==> config.mk <==
export PLATFORM = sky130hd
export DESIGN_NAME = r4_stride_commutator
export DESIGN_NICKNAME = d
export VERILOG_FILES = /design/src/rtl/r4_stride_commutator_pkg.sv /design/src/rtl/fft_delay_line.sv /design/src/rtl/r4_stride_commutator.sv
export SDC_FILE = /design/constraint.sdc
export NUM_CORES = 1
export LEC_CHECK = 0
export CAP_MARGIN = 20
export CORE_MARGIN = 8
export CORE_UTILIZATION = 61
export DETAILED_ROUTE_END_ITERATION = 10
export PLACE_DENSITY = 0.82
export SLEW_MARGIN = 20
export SYNTH_ARGS = -nofsm -noshare
export SYNTH_HDL_FRONTEND = slang
export SYNTH_SLANG_ARGS = --single-unit
==> constraint.sdc <==
create_clock -name clk -period 2.2 [get_ports clk]
set_input_delay 0.33 -clock clk [delete_from_list [all_inputs] [get_ports clk]]
set_output_delay 0.33 -clock clk [all_outputs]
set_load 0.02 [all_outputs]
==> src/rtl/r4_stride_commutator_pkg.sv <==
// Shared FFT constants and helpers for the radix-4 commutator stages.
// Latency: n/a (package only).
// Backpressure: n/a (package only).
package r4_stride_commutator_pkg;

    localparam int RADIX      = 4;
    localparam int DEF_DATA_W = 32;

    // Ceiling log2 usable in constant expressions; clog2(1) == 0.
    function automatic int clog2(input int value);
        int r;
        r = 0;
        for (int v = value - 1; v > 0; v = v >> 1) begin
            r++;
        end
        return r;
    endfunction

endpackage

==> src/rtl/fft_delay_line.sv <==
// Enable-gated shift register with taps delayed STRIDE, 2*STRIDE and 3*STRIDE samples.
// Latency: taps are combinational views of stored samples; the shift happens on enabled edges.
// Backpressure: none; en=0 freezes the contents.
module fft_delay_line #(
    parameter int WIDTH  = 32,
    parameter int DEPTH  = 12,
    parameter int STRIDE = 4
) (
    input  logic             clk,
    input  logic             reset,
    input  logic             en,
    input  logic [WIDTH-1:0] din,
    output logic [WIDTH-1:0] tap_s,
    output logic [WIDTH-1:0] tap_2s,
    output logic [WIDTH-1:0] tap_3s
);

    logic [WIDTH-1:0] mem [DEPTH];

    always_ff @(posedge clk) begin
        if (reset) begin
            mem <= '{default: '0};
        end else if (en) begin
            mem[0] <= din;
            for (int i = 1; i < DEPTH; i++) begin
                mem[i] <= mem[i-1];
            end
        end
    end

    // mem[0] holds the previous sample, so mem[d-1] is d samples behind din.
    assign tap_s  = mem[STRIDE-1];
    assign tap_2s = mem[2*STRIDE-1];
    assign tap_3s = mem[3*STRIDE-1];

endmodule

==> src/rtl/r4_stride_commutator.sv <==
// Gathers four stream samples spaced STRIDE apart and presents them in parallel to a radix-4 butterfly.
// Latency: one cycle from the accepting edge of the newest member to out_valid.
// Backpressure: none; in_valid gates the stream and the consumer must take every out_valid cycle.
module r4_stride_commutator
    import r4_stride_commutator_pkg::*;
#(
    parameter int  DATA_W = DEF_DATA_W,
    parameter int  STRIDE = 4,
    localparam int CNT_W  = clog2(RADIX * STRIDE),
    localparam int IDX_W  = (STRIDE > 1) ? clog2(STRIDE) : 1
) (
    input  logic              clk,
    input  logic              reset,
    input  logic              in_valid,
    input  logic              in_sof,
    input  logic [DATA_W-1:0] in_re,
    input  logic [DATA_W-1:0] in_im,
    output logic              out_valid,
    output logic              out_sof,
    output logic [IDX_W-1:0]  out_idx,
    output logic [DATA_W-1:0] out_x0_re,
    output logic [DATA_W-1:0] out_x0_im,
    output logic [DATA_W-1:0] out_x1_re,
    output logic [DATA_W-1:0] out_x1_im,
    output logic [DATA_W-1:0] out_x2_re,
    output logic [DATA_W-1:0] out_x2_im,
    output logic [DATA_W-1:0] out_x3_re,
    output logic [DATA_W-1:0] out_x3_im,
    output logic              out_err
);

    localparam logic [CNT_W-1:0] EMIT_K = CNT_W'(3 * STRIDE);

    logic [CNT_W-1:0]  cnt;
    logic [CNT_W-1:0]  k;
    logic [DATA_W-1:0] re_s, re_2s, re_3s;
    logic [DATA_W-1:0] im_s, im_2s, im_3s;

    // A block length of 4*STRIDE is a power of two, so the counter wraps naturally.
    assign k = in_sof ? '0 : cnt;

    fft_delay_line #(.WIDTH(DATA_W), .DEPTH(3 * STRIDE), .STRIDE(STRIDE)) u_dl_re (
        .clk    (clk),
        .reset  (reset),
        .en     (in_valid),
        .din    (in_re),
        .tap_s  (re_s),
        .tap_2s (re_2s),
        .tap_3s (re_3s)
    );

    fft_delay_line #(.WIDTH(DATA_W), .DEPTH(3 * STRIDE), .STRIDE(STRIDE)) u_dl_im (
        .clk    (clk),
        .reset  (reset),
        .en     (in_valid),
        .din    (in_im),
        .tap_s  (im_s),
        .tap_2s (im_2s),
        .tap_3s (im_3s)
    );

    always_ff @(posedge clk) begin
        if (reset) begin
            cnt       <= '0;
            out_valid <= 1'b0;
            out_sof   <= 1'b0;
            out_err   <= 1'b0;
            out_idx   <= '0;
            out_x0_re <= '0;
            out_x0_im <= '0;
            out_x1_re <= '0;
            out_x1_im <= '0;
            out_x2_re <= '0;
            out_x2_im <= '0;
            out_x3_re <= '0;
            out_x3_im <= '0;
        end else begin
            // Only the last STRIDE slots of a block have three fresh predecessors.
            out_valid <= in_valid && (k >= EMIT_K);
            out_sof   <= in_valid && (k == EMIT_K);
            out_err   <= in_valid && in_sof && (cnt != '0);
            if (in_valid) begin
                cnt       <= k + CNT_W'(1);
                out_idx   <= IDX_W'(k - EMIT_K);
                out_x0_re <= re_3s;
                out_x0_im <= im_3s;
                out_x1_re <= re_2s;
                out_x1_im <= im_2s;
                out_x2_re <= re_s;
                out_x2_im <= im_s;
                out_x3_re <= in_re;
                out_x3_im <= in_im;
            end
        end
    end

endmodule
# Yosys cells after proc, flatten, opt, wreduce, memory -nomap -nowiden
# Index checks and enable logic that the tools add are counted.
[classes] addsub=2 mul=0 div_mod_pow=0 order_cmp=1 n_eq_ne=1 shifts=0 mux=1 bitwise=0 n_reduce_logical=5
[op_table] op="4-bit by 1-bit adder with 4-bit output (second input constant)" n=1
[op_table] op="4-bit equality test (second input constant)" n=1
[op_table] op="4-bit greater-or-equal comparator (second input constant)" n=1
[op_table] op="1-bit logical AND" n=4
[op_table] op="4-bit 2-to-1 mux" n=1
[op_table] op="4-bit nonzero test" n=1
[op_table] op="2-bit by 1-bit subtractor with 2-bit output (second input constant)" n=1
[word_totals] reg_bits=841 latch_bits=0 ram_bits=0 rom_bits=0 in_bits=68 output_inout_bits=261 word_cells=41 memories=0

# Depth between registers and ports, before layout
[depth] depth_word=3 ltp_mapped=6 depth_no_buf=4

# Cells and area by module
# Synthesis repeated with hierarchy kept, for this count alone.
[hier_totals] cells_unflattened=3535 area_unflattened_um2=39013.7
[by_module_without_submodules] mod="fft_delay_line" instances=2 cells_per_inst=1334 area_each_um2=14691.6 seq_area_each_um2=7687.4
[by_module_without_submodules] mod="r4_stride_commutator" instances=1 cells_per_inst=867 area_each_um2=9630.5 seq_area_each_um2=5305.1

# Least setup slack after synthesis
# OpenSTA, ideal clock, no wires.
[synth_path] path_type="input-to-reg" from="input port in_valid" to="register u_dl_im.mem[192] in the netlist's numbering" setup_time_ps=128 t_arrival_ps=1157 required_ps=2072 path_slack_ps=915 path_stages=6 path_buffers=4 path_cell_list="buf_2 buf_6 buf_12 buf_8 mux2i_1 nor2_1"
[synth_rtl] element="from (decl)" line_no="r4_stride_commutator.sv:14" text="input logic in_valid,"
[synth_rtl] element="to (signal, indexed assignment)" line_no="fft_delay_line.sv:26" text="mem[i] <= mem[i-1];"
[synth_rtl] element="to (decl)" line_no="fft_delay_line.sv:18" text="logic [WIDTH-1:0] mem [DEPTH];"

==> run summary <==
Status: complete, no violations
Synth top area share: 53.5%
DR WL/cell: 16.9 um
Critical path peak fanout: 3
Final Net Count: 3082
CTS root buffer: clkbuf_16
Pwr Density: 858 nW/um^2
Fmax: 0.478 GHz
First-pass GRT wire length: 103000 um
Vias in the first global route: 19400
Core area: 51200 um^2
Area leader, netlist: dfxtp_1
DR pass1 iterations: 5
Static leakage: 15.9 nW
Synthesis Warnings: 0
CTS Buffer Depth: 3
Share of layout cells above drive strength 1: 6.33%
# setup viols final: 0
Initial antenna violation count: 0
Die Ht: 243 um
Setup crit end kind: output pin
DP HPWL: 44000 um
Max stage delay cell, worst path: clkdlybuf4s50_1
RSZ-0062 raised after global routing: no
Max-cap check violation count: 0
Final Critical Period: 2090 ps
Via count: 19400
Normalized max-slew margin: 65.3%
Initial Utilization: 61.5%
Final Hold Fails: 0
Asr flop ratio synth: 0%
Kind of critical path: reg2out
Most frequent cell after synthesis: dfxtp_1
I/O Buffers: 328
TritonCTS clock tree: built
Req. time, crit path: 1870 ps
Routability cong.: 0.799
Gr usage total: 20.6%
Clock skew: 11.6 ps
Syn_area_per_cell: 10.8 um^2
Mean number of vias per cell: 5.17
Congestion Overflow GR: 0
Die area: 59100 um^2
Post-Syn Instances: 2915
Sink Count: 841
Worst-Margin Slew: 521 ps
Area of the mapped netlist: 31500 um^2
Crit-path cells: clkdlybuf4s50_1
VDD IR max: 0.000653 V
Syn nets: 2984
Ys flop type: dfxtp_1
# DRC: 0
Slowest stage delay, CP: 680 ps
Worst path bufs/invs: 1
Top cell family by delay on the critical path: buffers and inverters
Crit path arrival time: 1760 ps
Routed WL: 63400 um
Io pins: 329
H-tree lvl count: 3
Sequential area share after synthesis: 53.5%
ANT nets after route: 0
Period utilisation layout: 95.1%
Yosys cell types: 27
CTS Buf Count: 82
Class of the worst hold path: in2reg
Worst setup SP type: flop
Chip width: 243 um
EDFF count, synth: 0
Worst skew pair latency: 600 ps
Post-CTS Setup Bufs: 0
CTS resizes: 0
# rows: 83
Synth top cells by count: dfxtp_1, nor2_1, mux2i_1
Design Power: 0.0311 W
Setup TNS Final: 0 ps
Hold Buf Count CTS: 0
Pins Over Slew Limit: 0
Top post-synthesis cells by area: dfxtp_1, mux2i_1, nor2_1
# diodes: 0
First-iteration detailed-routing DRC count: 950
Reg clk slew, reported paths: 60 ps
Pin count of the biggest net entering global routing: 122
#FFs+latches synth: 841
Synth-to-layout area growth: 15.2%
[layout by cell type, fill, tap and decap left out, drive strengths merged, types with 3 or more instances in the layout]
| cell | netlist | routed |
|---|---|---|
| dfxtp | 841 | 841 |
| nor2 | 835 | 835 |
| mux2i | 833 | 833 |
| clkdlybuf4s50 | 0 | 326 |
| clkbuf | 63 | 125 |
| buf | 318 | 69 |
| clkinv | 0 | 15 |
| bufinv | 0 | 6 |
| nand2b | 4 | 4 |
| a21oi | 3 | 3 |
| clkinvlp | 0 | 3 |
[sequential cells by signal, summed over array words and instances, names as in the netlist, 32 cells and up]
| signal | cells |
|---|---|
| out_x3_im | 32 |
| u_dl_im.tap_2s | 32 |
| out_x0_im | 32 |
| u_dl_im.mem | 256 |
| u_dl_im.tap_3s | 32 |
| u_dl_re.tap_2s | 32 |
| u_dl_re.tap_3s | 32 |
| out_x0_re | 32 |
| u_dl_re.mem | 256 |
| u_dl_im.tap_s | 32 |
| u_dl_re.tap_s | 32 |
| out_x3_re | 32 |
[report_power, final]
part	switching [W]	internal, W	leakage (nW)
sequential	0.000124	0.0154	6.79
combinational	0.000875	0.000769	7.76
clock	0.00558	0.00840	1.35
[area by class of cell]
type                            instances  area, um^2
Sequential cell                       841       16800
Fill cell                            3599       14900
Multi-Input combinational cell       1693       11600
Timing Repair Buffer                  395        4220
Clock buffer                          125        2450
Tap cell                              680         851
Clock inverter                         26         295
[logic make-up after synthesis]
family	share of synthesized area [%]
buffers and inverters	9.60
muxes	26.5
AOI/OAI and AO/OA	0.143
and+or+nand+nor	10.3
DFF	53.5
adders and majority gates	0.0397
[final timing paths]
path / from / slack (ps) / cells past startpoint / to
worst min-delay path: reset / 70 / 2 / u_dl_re.mem[63]
worst min register to register: out_idx[1] / 490 / 2 / out_idx[1]
worst max-delay path: u_dl_im.mem[251] / 110 / 1 / out_x2_im[27]
worst max register to register: cnt[0] / 1020 / 4 / cnt[1]
[stage by stage]
stage	setup slack (ps)	cell area (um^2)	instances	utilization, %	hold slack, ps
finish	108	36300	3760	70.9	74.5
global route	57.4	36300	3760	70.9	59.2
CTS	63.9	36300	3760	70.9	34.8
detailed placement	558	33500	3609	65.5	476
global placement	598	33500	3609	65.5	458
floorplan	915	31500	2915	-	444
[routing by layer]
layer / vias to the layer above / wire length, um / GRT usage, %
li1: 9720 / - / -
met1: 9228 / 30500 / 28.1
met2: 390 / 28300 / 32.1
met3: 84 / 3030 / 4.28
met4: 0 / 1650 / 7.33
met5: - / 0 / 0
No activity file was read; power rests on OpenSTA's default activity.
==> patch (same settings) <==
`STRIDE` is set to 4 in 2 places; all go to 2. Comments in the files are not updated.
--- a/src/rtl/fft_delay_line.sv
+++ b/src/rtl/fft_delay_line.sv
@@ -6,3 +6,3 @@
     parameter int DEPTH  = 12,
-    parameter int STRIDE = 4
+    parameter int STRIDE = 2
 ) (
--- a/src/rtl/r4_stride_commutator.sv
+++ b/src/rtl/r4_stride_commutator.sv
@@ -7,3 +7,3 @@
     parameter int  DATA_W = DEF_DATA_W,
-    parameter int  STRIDE = 4,
+    parameter int  STRIDE = 2,
     localparam int CNT_W  = clog2(RADIX * STRIDE),
Ports: changed (resized out_idx); port bits go from 329 to 328. The function was not compared with the original's and may differ.
==> patch against the original RTL <==
  * Total power is 45% lower
  * Worst setup slack better by 0.10 ns
  * Largest cell class unchanged
  * Synthesized area is 48% lower
  * Register-to-register slack better by 0.02 ns
  * Sequential cell count is 386 lower
  * Cell area is 42% lower
  * Routed wire length is 43% lower
  * Clock power is 48% lower
==> patch: results <==
metrics = {
    "placement": {
        "post-dp-hpwl_um": 24600,
        "place.gp.congestion": 0.782,
        "io_buffers": 327,
        "dp.cells": 2076,
    },
    "worst_hold_path": {
        "hold_path_depth": 3,
        "holdPathEnd": "cnt[2]$_SDFFE_PP0P_",
        "hp-class": "input pin to flip-flop",
        "hold_path.startpoint": "in_valid",
    },
    "sta": {
        "whs_ns": 0.173,
        "maxSlewHeadroom_pct": 69.2,
        "fin_skew_ns": 0.0186,
    },
    "finish": {
        "nets": 1851,
        "n_antenna_cell": 0,
        "n_fill_cell": 1729,
        "final_cells": 2150,
        "reg_top3": "u_dl_im.mem (64), u_dl_re.mem (64)",
        "layout-drive-gt1-share_pct": 5.69,
    },
    "routing": {
        "dr.pass1.iters": 4,
        "routed_wl_um": 36300,
        "drt_iter0_drc": 597,
        "vias_per_cell": 5.16,
    },
    "worst_setup_path": {
        "rr_endpoint": "cnt[2]$_SDFFE_PP0P_",
        "cp.arrival_ns": 1.66,
        "r2r-start": "cnt[1]$_SDFFE_PP0P_",
        "cp_slowest_cell": "clkdlybuf4s50_1",
        "crit_fanout": 3,
        "path_delay_family": "buffers and inverters",
        "max_stage_delay_ns": 0.73,
        "reg2reg_depth": 4,
        "reg2reg_slack_ns": 1.04,
    },
    "clock_network": {
        "cts_setup_buffers": 0,
        "cts_made_buffers": 44,
        "htreeDepth": 2,
        "clock_path_buffers": 3,
        "clkLatencyLatePin_ns": 0.54,
    },
    "grt": {
        "first_global_vias": 11000,
        "grt.total_usage_pct": 21.4,
        "grt_first_pass_wirelength_um": 58200,
        "grt_use_met3_pct": 6.79,
        "grtUsageMet2_pct": 35.7,
        "gr-usage-met1_pct": 25.8,
        "antenna_found_initial": 0,
        "grt_max_degree": 81,
    },
    "logic_synthesis": {
        "async_flop_share_pct": 0,
        "synth_commonest_cells": "dfxtp_1, nor2_1, mux2i_1, buf_8, buf_2",
        "synth.distinct_cells": 23,
        "avgSynthCellArea_um2": 11.1,
        "synth.area.top_cells": "dfxtp_1, mux2i_1, nor2_1",
        "synth_nets": 1545,
        "ys_seq_area_share_pct": 55.5,
    },
    "status": {
        "status": "finished, final reports clean",
    },
    "power_and_ir_drop": {
        "peakVddDrop_v": 0.000742,
        "p_leak_nw": 9.14,
    },
}
patch: changes by cell type after synthesis, moves of 6 or more:
cell / before / now
dfxtp_1: 841 / 455
buf_6: 11 / 5
buf_8: 50 / 40
buf_4: 215 / 3
mux2i_1: 833 / 448
nor2_1: 835 / 450
clkbuf_1: 63 / 17
patch: routing by layer:
metal	up-vias	wire length, um
li1	5526	-
met1	5247	15700
met2	261	17000
met3	59	2490
met4	0	1100
met5	-	0
patch: stage by stage:
step	setup slack [ns]	cell area, um2	power (W)
2_1_floorplan	1.08	16400	0.00952
3_3_place_gp	0.537	19600	0.00988
3_5_place_dp	0.500	19600	0.00990
4_1_cts	0.185	21000	0.0171
5_1_grt	0.150	21000	0.0175
6_report	0.210	21000	0.0170
patch: layout make-up:
| class | instances | area, um2 | area share [%] |
|---|---|---|---|
| Sequential cell | 455 | 9110 | 43.3 |
| Tap cell | 341 | 427 | 2.03 |
| Clock buffer | 66 | 1330 | 6.30 |
| Inverter | 1 | 3.75 | 0.0178 |
| Multi-Input combinational cell | 917 | 6320 | 30.0 |
| Timing Repair Buffer | 362 | 3780 | 18.0 |
| Clock inverter | 8 | 72.6 | 0.345 |
patch: cell families after synthesis:
group,after synthesis,share of synthesized area [%]
simple gates,461,10.8
fa+ha+maj,2,0.152
mux,448,27.3
flops,455,55.5
compound gates,6,0.267
buf+inv,103,6.04
patch: worst max path at each step:
stage                                      start                        end  slack, ns  cells past startpoint
floorplan                                  reset  out_x0_im[0]$_SDFFE_PP0P_       1.08                      5
global placement                          in_sof        cnt[2]$_SDFFE_PP0P_       0.54                      6
detailed placement                        in_sof        cnt[2]$_SDFFE_PP0P_       0.50                      6
CTS                 u_dl_re.mem[57]$_SDFFE_PP0P_              out_x1_re[25]       0.18                      1
global route        u_dl_re.mem[57]$_SDFFE_PP0P_              out_x1_re[25]       0.15                      1
finish              u_dl_re.mem[57]$_SDFFE_PP0P_              out_x1_re[25]       0.21                      1
patch: report_power, final:
part / switching, W / internal [W] / leakage [nW]
Sequential: 0.000115 / 0.00839 / 3.68
Clock: 0.00299 / 0.00426 / 0.694
Combinational: 0.000619 / 0.000599 / 4.77
patch: worst reg2reg max path: stages (launching register included):
cell     delay, ns
dfxtp_1       0.39
nor2b_1       0.21
ha_1          0.20
nand2_1       0.06
o32ai_1       0.20
